===== src/rtl/elevator_scheduler.sv =====
// Single-car elevator scheduler: scans in one direction serving every requested
// floor on the way, reverses when that side empties, and holds the door on re-calls.
module elevator_scheduler #(
  parameter int FLOORS        = 8,
  parameter int TRAVEL_CYCLES = 16,
  parameter int DOOR_CYCLES   = 32,
  localparam int FW = (FLOORS > 2) ? $clog2(FLOORS) : 1
) (
  input  logic              clk,
  input  logic              rst,
  input  logic [FLOORS-1:0] call_req,
  output logic [FLOORS-1:0] pending,
  output logic [FW-1:0]     current_floor,
  output logic [FW-1:0]     target,
  output logic [1:0]        sim_state,
  output logic              door_open
);

  localparam int TW = (TRAVEL_CYCLES > 1) ? $clog2(TRAVEL_CYCLES) : 1;
  localparam int DW = (DOOR_CYCLES > 1) ? $clog2(DOOR_CYCLES) : 1;
  localparam logic [TW-1:0] TRAVEL_LAST = TW'(TRAVEL_CYCLES - 1);
  localparam logic [DW-1:0] DOOR_LAST   = DW'(DOOR_CYCLES - 1);

  typedef enum logic [1:0] {
    IDLE      = 2'b00,
    MOVE_UP   = 2'b01,
    MOVE_DOWN = 2'b10,
    DOOR      = 2'b11
  } state_t;

  state_t            state, state_n, rule_state, move_state;
  logic              dir, dir_n, rule_dir;
  logic              arrived, arrived_n;
  logic [TW-1:0]     travel_cnt, travel_cnt_n;
  logic [DW-1:0]     door_cnt, door_cnt_n;
  logic [FW-1:0]     floor_n, tgt_up, tgt_dn;
  logic [FLOORS-1:0] calls, req, pending_n;
  logic              above, below, here;

  // Calls are invisible while reset is held.
  assign calls = rst ? '0 : call_req;
  assign req   = pending | calls;

  always_comb begin
    above  = 1'b0;
    below  = 1'b0;
    tgt_up = current_floor;
    tgt_dn = current_floor;
    // Descending scan: last hit is the lowest floor above the car.
    for (int i = FLOORS - 1; i >= 0; i--) begin
      if (req[i] && (i > int'(current_floor))) begin
        above  = 1'b1;
        tgt_up = FW'(i);
      end
    end
    for (int i = 0; i < FLOORS; i++) begin
      if (req[i] && (i < int'(current_floor))) begin
        below  = 1'b1;
        tgt_dn = FW'(i);
      end
    end
    here = req[current_floor];
  end

  assign target = dir ? tgt_dn : tgt_up;

  // Common decision: serve here, keep scanning, else reverse, else rest.
  always_comb begin
    rule_state = IDLE;
    rule_dir   = dir;
    if (here) begin
      rule_state = DOOR;
    end else if (above && !dir) begin
      rule_state = MOVE_UP;
    end else if (below && dir) begin
      rule_state = MOVE_DOWN;
    end else if (above) begin
      rule_state = MOVE_UP;
      rule_dir   = 1'b0;
    end else if (below) begin
      rule_state = MOVE_DOWN;
      rule_dir   = 1'b1;
    end
  end

  always_comb begin
    state_n      = state;
    dir_n        = dir;
    arrived_n    = 1'b0;
    travel_cnt_n = travel_cnt;
    door_cnt_n   = door_cnt;
    floor_n      = current_floor;
    move_state   = state;
    case (state)
      IDLE: begin
        state_n      = rule_state;
        dir_n        = rule_dir;
        travel_cnt_n = '0;
        door_cnt_n   = '0;
      end
      MOVE_UP, MOVE_DOWN: begin
        // The decision is only taken in the first cycle at a newly reached floor.
        if (arrived) begin
          move_state = rule_state;
          dir_n      = rule_dir;
        end
        if (move_state == state) begin
          if (travel_cnt == TRAVEL_LAST) begin
            travel_cnt_n = '0;
            arrived_n    = 1'b1;
            floor_n      = (state == MOVE_UP) ? current_floor + FW'(1)
                                              : current_floor - FW'(1);
          end else begin
            travel_cnt_n = travel_cnt + TW'(1);
          end
        end else begin
          state_n      = move_state;
          travel_cnt_n = '0;
          door_cnt_n   = '0;
        end
      end
      DOOR: begin
        if (calls[current_floor]) begin
          door_cnt_n = '0;
        end else if (door_cnt == DOOR_LAST) begin
          state_n      = rule_state;
          dir_n        = rule_dir;
          door_cnt_n   = '0;
          travel_cnt_n = '0;
        end else begin
          door_cnt_n = door_cnt + DW'(1);
        end
      end
      default: state_n = IDLE;
    endcase

    pending_n = req;
    if ((state == DOOR) || (state_n == DOOR)) begin
      pending_n[current_floor] = 1'b0;
    end
  end

  always_ff @(posedge clk or posedge rst) begin
    if (rst) begin
      state         <= IDLE;
      dir           <= 1'b0;
      arrived       <= 1'b0;
      travel_cnt    <= '0;
      door_cnt      <= '0;
      current_floor <= '0;
      pending       <= '0;
    end else begin
      state         <= state_n;
      dir           <= dir_n;
      arrived       <= arrived_n;
      travel_cnt    <= travel_cnt_n;
      door_cnt      <= door_cnt_n;
      current_floor <= floor_n;
      pending       <= pending_n;
    end
  end

  assign sim_state = state;
  assign door_open = (state == DOOR);

endmodule


===== config.mk =====
export PLATFORM = sky130hd
export DESIGN_NAME = elevator_scheduler
export DESIGN_NICKNAME = d
export VERILOG_FILES = /design/src/rtl/elevator_scheduler.sv
export SDC_FILE = /design/constraint.sdc
export NUM_CORES = 1
export LEC_CHECK = 0
export ABC_AREA = 1
export CORE_MARGIN = 3
export CORE_UTILIZATION = 55
export DETAILED_ROUTE_END_ITERATION = 16
export PLACE_DENSITY = 0.8
export SKIP_CTS_REPAIR_TIMING = 1
export SLEW_MARGIN = 20
export SYNTH_ARGS = -nofsm -noshare
export SYNTH_HDL_FRONTEND = slang
export SYNTH_SLANG_ARGS = --single-unit

===== constraint.sdc =====
create_clock -name clk -period 3.3 [get_ports clk]
set_clock_uncertainty 0.15 [all_clocks]
set_input_delay 0.495 -clock clk [delete_from_list [all_inputs] [get_ports clk]]
set_output_delay 0.495 -clock clk [all_outputs]
set_load 0.03 [all_outputs]

Word level (Yosys, flattened, before mapping)
Index checks and enable logic that the tools add are counted.

cells by class
  reduce and logical (&&, ||, !) cells = 24
  multiplexer cells = 70
  $lt $le $gt $ge = 16
  add/sub/neg operators = 4
  bitwise operators = 3
  equal/unequal tests = 11

operators by type and width
  cell                                                          number
  two-way mux 3 bit                                             16
  two-way mux 1 bit                                             28
  two-way mux 2 bit                                             10
  logical AND 1 bit                                             17
  two-way mux 4 bit                                             4
  two-way mux 8 bit                                             2
  two-way mux 5 bit                                             3
  case mux 5 bit (3 select lines)                               1
  greater-than comparator 3 bit, first input constant           4
  case mux 4 bit (3 select lines)                               1
  less-than comparator 3 bit, first input constant              3
  AND 8 bit                                                     1
  NOT 8 bit                                                     1
  OR 8 bit                                                      1
  binary-select mux 1 bit (select 3 bit)                        2
  equality test 2 bit, second input constant                    3
  greater-than comparator 2 x 3 -> 1 bit, first input constant  2
  less-than comparator 1 x 3 -> 1 bit, first input constant     2
  less-than comparator 2 x 3 -> 1 bit, first input constant     2
  != test 2 bit, second input constant                          3
  case mux 2 bit (3 select lines)                               1
  AND reduction 3 bit                                           2
  adder 5 x 1 -> 5 bit, second input constant                   1
  equality test 5 bit, second input constant                    1
  other kinds (17)                                              17

storage, ports and cells
  logic and storage cells = 135
  input port bits = 10
  flip-flop bits (word level) = 24

Depth between registers and ports, before layout
Gate-level depths: netlist of the first run.

  word-level depth = 23
  gate-level depth with buffers = 19
  depth with buffers taken out = 18

Worst setup path after synthesis of the first run
Ideal clock, no wire load.

  kind = reg2out
  start point = reg current_floor[1]
  end point = out target[0]
  cell stages (with the launch flop) = 12
  buffers on the path = 1
  data required time = 2.655 ns
  path slack = 0.551 ns
  data arrival time = 2.104 ns
  cell sequence = dfrtp_1 -> buf_4 -> inv_1 -> ha_1 -> nand2_1 -> nand2_1 -> nand2_1 -> nand2_1 -> nand2_1 -> nand2_1 -> a21boi_0 -> o21ai_0

on the way
  longest elaborated chain between the ends = 10
  elaborated cells on any way between the ends = 43
  classes of those cells = order compare: 14; mux: 15; reduce/logical: 14

ends and longest elaborated chain
  item                                                                                  RTL line  source
  start: declaration                                                                    13        output logic [FW-1:0] current_floor,
  start signal: assignment                                                              158       current_floor <= floor_n;
  greater-than comparator 3 bit or less-than comparator 1 x 3 -> 1 bit (tied branches)  51, 57
  logical AND 1 bit, on equally long branches                                           51, 57
  two-way mux 3 bit, on equally long branches (7 in series)                             51, 57
  two-way mux 3 bit (*)                                                                 65        assign target = dir ? tgt_dn : tgt_up;
  end: declaration                                                                      14        output logic [FW-1:0] target,

Every way passes the cells marked *; elsewhere a longest branch is shown, timed or not.

Worst setup path after layout of the first run
  start point = in rst
  end point = reg pending[4]

on the way
  longest elaborated chain between the ends = 23
  elaborated cells on any way between the ends = 52
  classes of those cells = eq/ne: 2; mux: 31; bitwise: 2; reduce/logical: 17

ends and longest elaborated chain
  item                             RTL line  source
  start: declaration               10        input logic rst,
  two-way mux 8 bit (*)            41        assign calls = rst ? '0 : call_req;
  OR 8 bit                         42        assign req = pending | calls;
  logical AND 1 bit                57        if (req[i] && (i < int'(current_floor))) begin
  two-way mux 1 bit (7 in series)  57
  two-way mux 2 bit                80        end else if (below) begin
  two-way mux 2 bit                77        end else if (above) begin
  two-way mux 2 bit                75        end else if (below && dir) begin
  two-way mux 2 bit                73        end else if (above && !dir) begin
  [... 2 more ...]                 --
  two-way mux 2 bit                94        case (state)
  equality test 2 bit              107       if (move_state == state) begin
  two-way mux 2 bit                107
  case mux 2 bit (3 select lines)  94
  equality test 2 bit              138       if ((state == DOOR) || (state_n == DOOR)) begin
  logical OR 1 bit                 138
  two-way mux 8 bit (*)            138
  via pending_n[4]                 37        logic [FLOORS-1:0] calls, req, pending_n;
  end signal: assignment           159       pending <= pending_n;
  end: declaration                 12        output logic [FLOORS-1:0] pending,

The timed path passes the listed nets; every way through them passes the cells marked *. The select of a mux whose other input is x is not followed.
A chain may end at the register's enable or synchronous reset.

==> summary.md, run 1 <==
| Metric | Value |
|---|---|
| Status | complete, no violations |
| Antenna Violating Nets Remaining | 0 |
| Max-cap violations | 0 |
| Number of nets in the final layout | 378 |
| Multiplexer area fraction after synthesis | 0 |
| Routability Congestion | around 1.0 |
| Part of the Yosys area used for sequential elements | 0.2948 |
| Maximum level of the CTS H-tree | 1 |
| Unrepaired setup endpoints after global routing | no |
| Area share of fa/ha/maj cells after synthesis | 0.07371 |
| TritonCTS clock tree | done |
| Post-synth EDFFs | 0 |
| Total routed wirelength | between 5000 and 6000 um |
| Die W | about 67 um |
| Peak clock frequency supported by timing | around 0.33 GHz |
| Cell area after synthesis | 2037 um2 |
| Power density normalized to cell area | approximately 740 nW/um2 |
| Via count of the first global-routing pass | around 1900 |
| Number of distinct library cell variants in the gate-level netlist after synthesis | 28 |
| Simple-gate share of the synthesized area | 0.3993 |
| Crit. End Element | register |
| Area growth syn-to-layout | 18.06% |
| Via total after detailed routing | 2096 |
| Most used flip-flop cell after synthesis | sky130_fd_sc_hd__dfrtp_1 |
| Main combinational cell family by area after synthesis | simple AND/OR/NAND/NOR gates |
| Post-Syn Nets | between 300 and 400 |
| Gate count after technology mapping | 327 |
| Worst path slowest cell | sky130_fd_sc_hd__clkdlybuf4s50_1 |
| Critical path class | in -> reg |
| Placement-stage worst setup slack | roughly 0.083 ns |
| Final setup slack of the worst path | 0.3100 ns |
| Overall routing resource usage | 0.2490 |
| Half-perimeter wire length after placement | between 3000 and 4000 um |
| Pin count of the biggest net entering global routing | 22 |
| Yosys warnings | 0 |
| Most common cell on crit path | sky130_fd_sc_hd__nand2_1 |
| Maximum vdd ir drop | 0.0003639 V |
| Remaining design rule violation count | 0 |
| Standard-cell row count | 21 |
| Flops & latches, synth | 24 |
| Proportion of layout cells with a drive suffix above 1 | 0.06479 |
| Vertical die dimension | 66.86 um |
| Iteration-0 DRC Markers | 140 |
| Final slew viol count | 0 |
| Share of flip-flops with an asynchronous set or reset after synthesis | 1.000 |
| Antenna Diode Count | 0 |
| Setup TNS | 0 ns |
| Number of buffers created by CTS | 3 |
| Placed Cells incl. Taps | about 400 |
| Core region area | approximately 3400 um2 |
| Number of detailed-routing iterations run before antenna repair | 4 |
| Clock sink total | 24 |
| Clock Pin Slew Worst Setup and Hold Paths | 0.09 ns |
| Total I/O pin count | 27 |
| Max Buffers Root-to-Sink | 2 |
| Maximum fanout count along the critical path | 17 |
| Period utilization | 0.9061 |
| P_leak | ~1.4 nW |
| Global-route wire length before repair | approximately 8600 um |
| Initial antenna violation count | 0 |
| Worst-Skew Late Latency | 0.27 ns |
| Final critical path time including I/O delays and setup | between 2 and 3 ns |
| Clock root buffer | sky130_fd_sc_hd__clkbuf_8 |
| Worst path cell trace | clkdlybuf4s50_1 -> inv_2 -> nand2_1 -> nand2_1 -> nand3_1 -> nand2_1 -> nor2_1 -> nand2_1 -> nand2_1 -> nand2_1 -> nand2_1 -> inv_1 -> nand2_1 -> nand2_1 -> o21ai_1 -> nand2_1 -> nand2_1 |
| Final Util | 0.6987 |
| Type of origin of the critical path | primary input |
| Wirelength per Cell | between 10 and 15 um |
| WP data arrival | approximately 3.1 ns |
| Max-slew headroom | 0.5697 |
| Number of failing setup endpoints in the final timing report | 0 |
| DR vias/cell | between 5 and 6 |
| Final Hold Violating Endpoints | 0 |
| Mapped Avg Cell Area | roughly 6.2 um2 |
| GRT Residual Overflow | 0 |
| Maximum single-stage delay on the critical path | between 0.5 and 0.6 ns |
| Initial standard-cell utilization of the core | 0.5918 |
| Layout Cells excl Fill | roughly 400 |
| Kind of path behind the tightest hold check | reg -> reg |
| I/O Buffers | 26 |
| Tightest Pin Transition | ~0.65 ns |
| Required time of the critical path | around 3.4 ns |
| Fraction of synthesized cell area in xor and xnor cells | 0.01290 |
| Synth Area in Compound Gates | 0.1093 |
| Die area | 4470 um2 |
==> layer usage <==
| layer | wire length, um | vias up | GRT usage |
|---|---|---|---|
| met5 | 0 | - | 0 |
| met2 | 2269 | 64 | 0.3985 |
| met4 | 85 | 0 | 0.09114 |
| met1 | 2417 | 941 | 0.3438 |
| met3 | 307 | 8 | 0.02867 |
| li1 | - | 1083 | - |
==> final timing paths <==
path | start | to | slack, ns | cells after the start
setup / recovery | rst | pending[4]$_DFF_PP0_ | 0.31 | 17
hold / removal | door_cnt[4]$_DFFE_PP0P_ | door_cnt[4]$_DFFE_PP0P_ | 0.35 | 2
setup reg to reg | current_floor[2]$_DFFE_PP0P_ | pending[4]$_DFF_PP0_ | 0.38 | 16
hold reg to reg | door_cnt[4]$_DFFE_PP0P_ | door_cnt[4]$_DFFE_PP0P_ | 0.35 | 2
max in group asynchronous | rst | door_cnt[3]$_DFFE_PP0P_ | 2.09 | 3
min in group asynchronous | rst | pending[4]$_DFF_PP0_ | 0.45 | 2
==> cells in the mapped netlist (all sizes together) (2+ instances only) <==
master / count / area (um2)
nand2: 124 / 478.0
inv: 48 / 180.2
nand3: 36 / 185.2
nor2: 26 / 97.59
dfrtp: 24 / 600.6
o21ai: 20 / 100.1
ha: 12 / 150.1
a21oi: 11 / 58.81
buf: 5 / 40.04
nor3: 4 / 25.02
a21boi: 3 / 22.52
nand4: 3 / 18.77
xor2: 3 / 26.28
a31oi: 2 / 12.51
==> kinds of logic after synthesis <==
family,count (synthesis)
simple gates,194
buf+inv,54
compound gates,40
flops,24
fa+ha+maj,12
xor+xnor,3
==> metrics by stage <==
step | total power, mW | hold slack [ns] | cell area (um2)
floorplan | 1.194 | 0.2498 | 2037
global placement | 1.498 | 0.3265 | 2333
detailed placement | 1.512 | 0.3288 | 2333
CTS | 1.777 | 0.3510 | 2405
global route | 1.945 | 0.3748 | 2405
finish | 1.781 | 0.3474 | 2405
==> sequential cells by signal (all words and copies together), names as in the netlist <==
| name | cells |
|---|---|
| arrived | 1 |
| current_floor | 3 |
| dir | 1 |
| door_cnt | 5 |
| pending | 8 |
| sim_state | 2 |
| travel_cnt | 4 |
==> critical path, delay by kind of cell <==
family                 cells  cell delay, ns
AO/OA/AOI/OAI              1            0.46
AND/OR/NAND/NOR           13            1.29
buffers and inverters      3            0.81
==> layout by cell type, fill, tap and decap left out, types with 4 or more instances in the layout <==
cell | synthesis | routed
sky130_fd_sc_hd__nand2_1 | 119 | 119
sky130_fd_sc_hd__inv_1 | 45 | 45
sky130_fd_sc_hd__nand3_1 | 35 | 35
sky130_fd_sc_hd__nor2_1 | 26 | 26
sky130_fd_sc_hd__dfrtp_1 | 24 | 24
sky130_fd_sc_hd__clkdlybuf4s50_1 | 0 | 23
sky130_fd_sc_hd__o21ai_0 | 17 | 16
sky130_fd_sc_hd__ha_1 | 12 | 12
sky130_fd_sc_hd__a21oi_1 | 10 | 10
sky130_fd_sc_hd__buf_4 | 1 | 7
sky130_fd_sc_hd__nand2_2 | 5 | 5
sky130_fd_sc_hd__o21ai_1 | 3 | 4
==> where the power goes <==
part	internal, mW	switching [mW]	total [mW]
logic	0.367	0.700	1.07
clock network	0.162	0.104	0.266
registers	0.379	0.0688	0.448
==> final cells by class <==
class / count / area [um2]
clock buffers: 3 / 41.29
clock inverters: 1 / 30.03
fillers: 321 / 1037
inverters: 48 / 180.2
multi-input cells: 249 / 1212
flip-flops and latches: 24 / 600.6
well taps: 46 / 57.56
repair buffers: 30 / 282.8
No activity file was read; power rests on OpenSTA's default activity.
==> inputs of run 2 (changes only) <==
--- a/config.mk
+++ b/config.mk
@@ -7,9 +7,9 @@
 export LEC_CHECK = 0
 export ABC_AREA = 1
 export CORE_MARGIN = 3
-export CORE_UTILIZATION = 55
+export CORE_UTILIZATION = 45
 export DETAILED_ROUTE_END_ITERATION = 16
-export PLACE_DENSITY = 0.8
+export PLACE_DENSITY = 0.67
 export SKIP_CTS_REPAIR_TIMING = 1
 export SLEW_MARGIN = 20
 export SYNTH_ARGS = -nofsm -noshare
==> summary.md, run 2 (same netlist as run 1, synthesis figures left out) <==
| Metric | Value |
|---|---|
| Core region area | 4173 um2 (+21%) |
| Registers with the most flip-flops | pending (8), door_cnt (5), travel_cnt (4) |
| Kind of path behind the tightest hold check | reg -> reg |
| Clock root buffer | sky130_fd_sc_hd__clkbuf_8 |
| Maximum vdd ir drop | 0.0004394 V (+21%) |
| Top library cells by usage in the layout, fill and taps aside | sky130_fd_sc_hd__nand2_1 (119), sky130_fd_sc_hd__inv_1 (45), sky130_fd_sc_hd__nand3_1 (35) |
| Number of buffers created by CTS | 3 (unchanged) |
| Area growth syn-to-layout | 18.67% |
| Power density normalized to cell area | 739.3 nW/um2 (-0.16%) |
| Routability Congestion | 0.8646 (-13%) |
| Total routed wirelength | 5049 um (-0.59%) |
| P_leak | 1.387 nW (+0.30%) |
| Number of failing setup endpoints in the final timing report | 0 (unchanged) |
| Leading cell type in the layout, fill and taps excluded | sky130_fd_sc_hd__nand2_1 |
| Crit. End Element | primary output |
| Antenna Diode Count | 0 (unchanged) |
| Final Util | 0.5793 (-0.1193) |
| Number of nets in the final layout | 379 (+0.26%) |
| Flip-flop count of the largest register, all copies and words added | 8 (unchanged) |
| Clock sink total | 24 (unchanged) |
| Tightest Pin Transition | 0.7122 ns (+0.06677 ns) |
| Final Hold Violating Endpoints | 0 (unchanged) |
| Total I/O pin count | 27 (unchanged) |
| Peak clock frequency supported by timing | 0.3443 GHz (+2.9%) |
| Remaining design rule violation count | 0 (unchanged) |
| Final slew viol count | 0 (unchanged) |
| Total power | 1.787 mW (+0.36%) |
| Worst path cell trace | inv_1 -> ha_1 -> nand2_1 -> nand3_1 -> nand2_1 -> nor2_1 -> nand2_1 -> a21oi_1 -> a31oi_1 -> buf_4 |
| Most common cell on crit path | sky130_fd_sc_hd__nand2_1 |
| Status | complete, no violations |
| Global-route wire length before repair | 8687 um (+0.65%) |
| Iteration-0 DRC Markers | 97 (-31%) |
| Buf/Inv on CP | 2 (-1) |
| Standard-cell row count | 23 (+9.5%) |
| Number of detailed-routing iterations run before antenna repair | 6 (+2) |
| Initial standard-cell utilization of the core | 0.4882 (-0.1036) |
| Vertical die dimension | 73.28 um (+9.6%) |
| Max-cap violations | 0 (unchanged) |
| Max Buffers Root-to-Sink | 2 (unchanged) |
| Final critical path time including I/O delays and setup | 2.905 ns (-0.08519 ns) |
| Pin count of the biggest net entering global routing | 22 (unchanged) |
| Proportion of layout cells with a drive suffix above 1 | 0.06742 (+0.002627) |
| Half-perimeter wire length after placement | 3920 um (+2.6%) |
| Die W | 73.28 um (+9.6%) |
| WP data arrival | 2.26 ns (-0.80 ns) |
| I/O Buffers | 26 (unchanged) |
| Antenna Violating Nets Remaining | 0 (unchanged) |
| Period utilization | 0.8802 (-0.02582) |
| Critical path's top delay family | flip-flops |
| Final setup slack of the worst path | 0.3952 ns (+0.08519 ns) |
| Maximum fanout count along the critical path | 14 (-3) |
| Final standard cell area without fillers | 2417 um2 (+0.52%) |
| Worst-Skew Late Latency | 0.27 ns (about the same) |
| Die area | 5370 um2 (+20%) |
| Unrepaired setup endpoints after global routing | no |
| Overall routing resource usage | 0.2015 (-0.04754) |
| TritonCTS clock tree | done |
| Register with the most flip-flops | pending |
| Max-slew headroom | 0.5252 (-0.04451) |
| GRT Residual Overflow | 0 (unchanged) |
| DR vias/cell | 5.239 (+0.23%) |
| Setup TNS | 0 ns (unchanged) |
| Worst path slowest cell | sky130_fd_sc_hd__dfrtp_1 |
| Placement-stage worst setup slack | 0.1817 ns (+0.09827 ns) |
| Maximum single-stage delay on the critical path | 0.66 ns (+0.09 ns) |
| Post-placement cell area | 2346 um2 (+0.54%) |
| Required time of the critical path | 2.65 ns (-0.72 ns) |
| Wirelength per Cell | 12.44 um (-1.8%) |
| Initial antenna violation count | 0 (unchanged) |
| Maximum level of the CTS H-tree | 1 (unchanged) |
| Via count of the first global-routing pass | 1906 (-1.5%) |
| Clock Pin Slew Worst Setup and Hold Paths | 0.09 ns (about the same) |
| Critical path class | reg -> out |
| Type of origin of the critical path | register |
| Worst-case register-to-register setup slack | 0.43 ns (+0.05 ns) |
| Via total after detailed routing | 2127 (+1.5%) |
## run 2: power breakdown
part,total [mW],internal (mW),switching (mW)
clock,0.260,0.162,0.0977
sequential,0.439,0.379,0.0603
combinational,1.09,0.389,0.699
## run 2: stage by stage
stage / hold WS (ns) / instances
floorplan: 0.2498 / 327
global placement: 0.3431 / 402
detailed placement: 0.3403 / 402
CTS: 0.3616 / 406
global route: 0.4056 / 406
finish: 0.3536 / 406
## run 2: final timing paths
path                       cells past startpoint                    startpoint                         to
setup / recovery                              10  current_floor[1]$_DFFE_PP0P_                  target[2]
hold / removal                                 2       door_cnt[4]$_DFFE_PP0P_    door_cnt[4]$_DFFE_PP0P_
setup reg to reg                              17  current_floor[1]$_DFFE_PP0P_    door_cnt[2]$_DFFE_PP0P_
hold reg to reg                                2       door_cnt[4]$_DFFE_PP0P_    door_cnt[4]$_DFFE_PP0P_
max in group asynchronous                      3                           rst  travel_cnt[1]$_DFFE_PP0P_
min in group asynchronous                      2                           rst       pending[1]$_DFF_PP0_
## run 2: worst register-to-register path, delay by kind of cell, from the launching register on
kind,cells,cell delay (ns)
AOI/OAI and AO/OA,2,0.23
adders and majority gates,1,0.27
and+or+nand+nor,11,0.96
DFF,1,0.66
buffers and inverters,3,0.51
## run 2: final cells by class
class                   count  area (um2)
repair buffers             31       290.3
clock inverters             1       30.03
flip-flops and latches     24       600.6
clock buffers               3       41.29
well taps                  50       62.56
multi-input cells         249        1212
inverters                  48       180.2
fillers                   434        1755
## run 2: routing by layer
layer	GRT usage	wire [um]	vias to the layer above
li1	-	-	1097
met1	0.3083	2529	954
met2	0.2949	2158	71
met3	0.02599	320	5
met4	0.05533	40	0
met5	0	0	-
==> inputs of run 3 (changes only) <==
--- a/config.mk
+++ b/config.mk
@@ -8,6 +8,7 @@
 export ABC_AREA = 1
 export CORE_MARGIN = 3
 export CORE_UTILIZATION = 45
+export CTS_CLUSTER_DIAMETER = 50
 export DETAILED_ROUTE_END_ITERATION = 16
 export PLACE_DENSITY = 0.67
 export SKIP_CTS_REPAIR_TIMING = 1
==> results of run 3 <==
The final DEF is identical to that of run 2; final timing and power are the same.
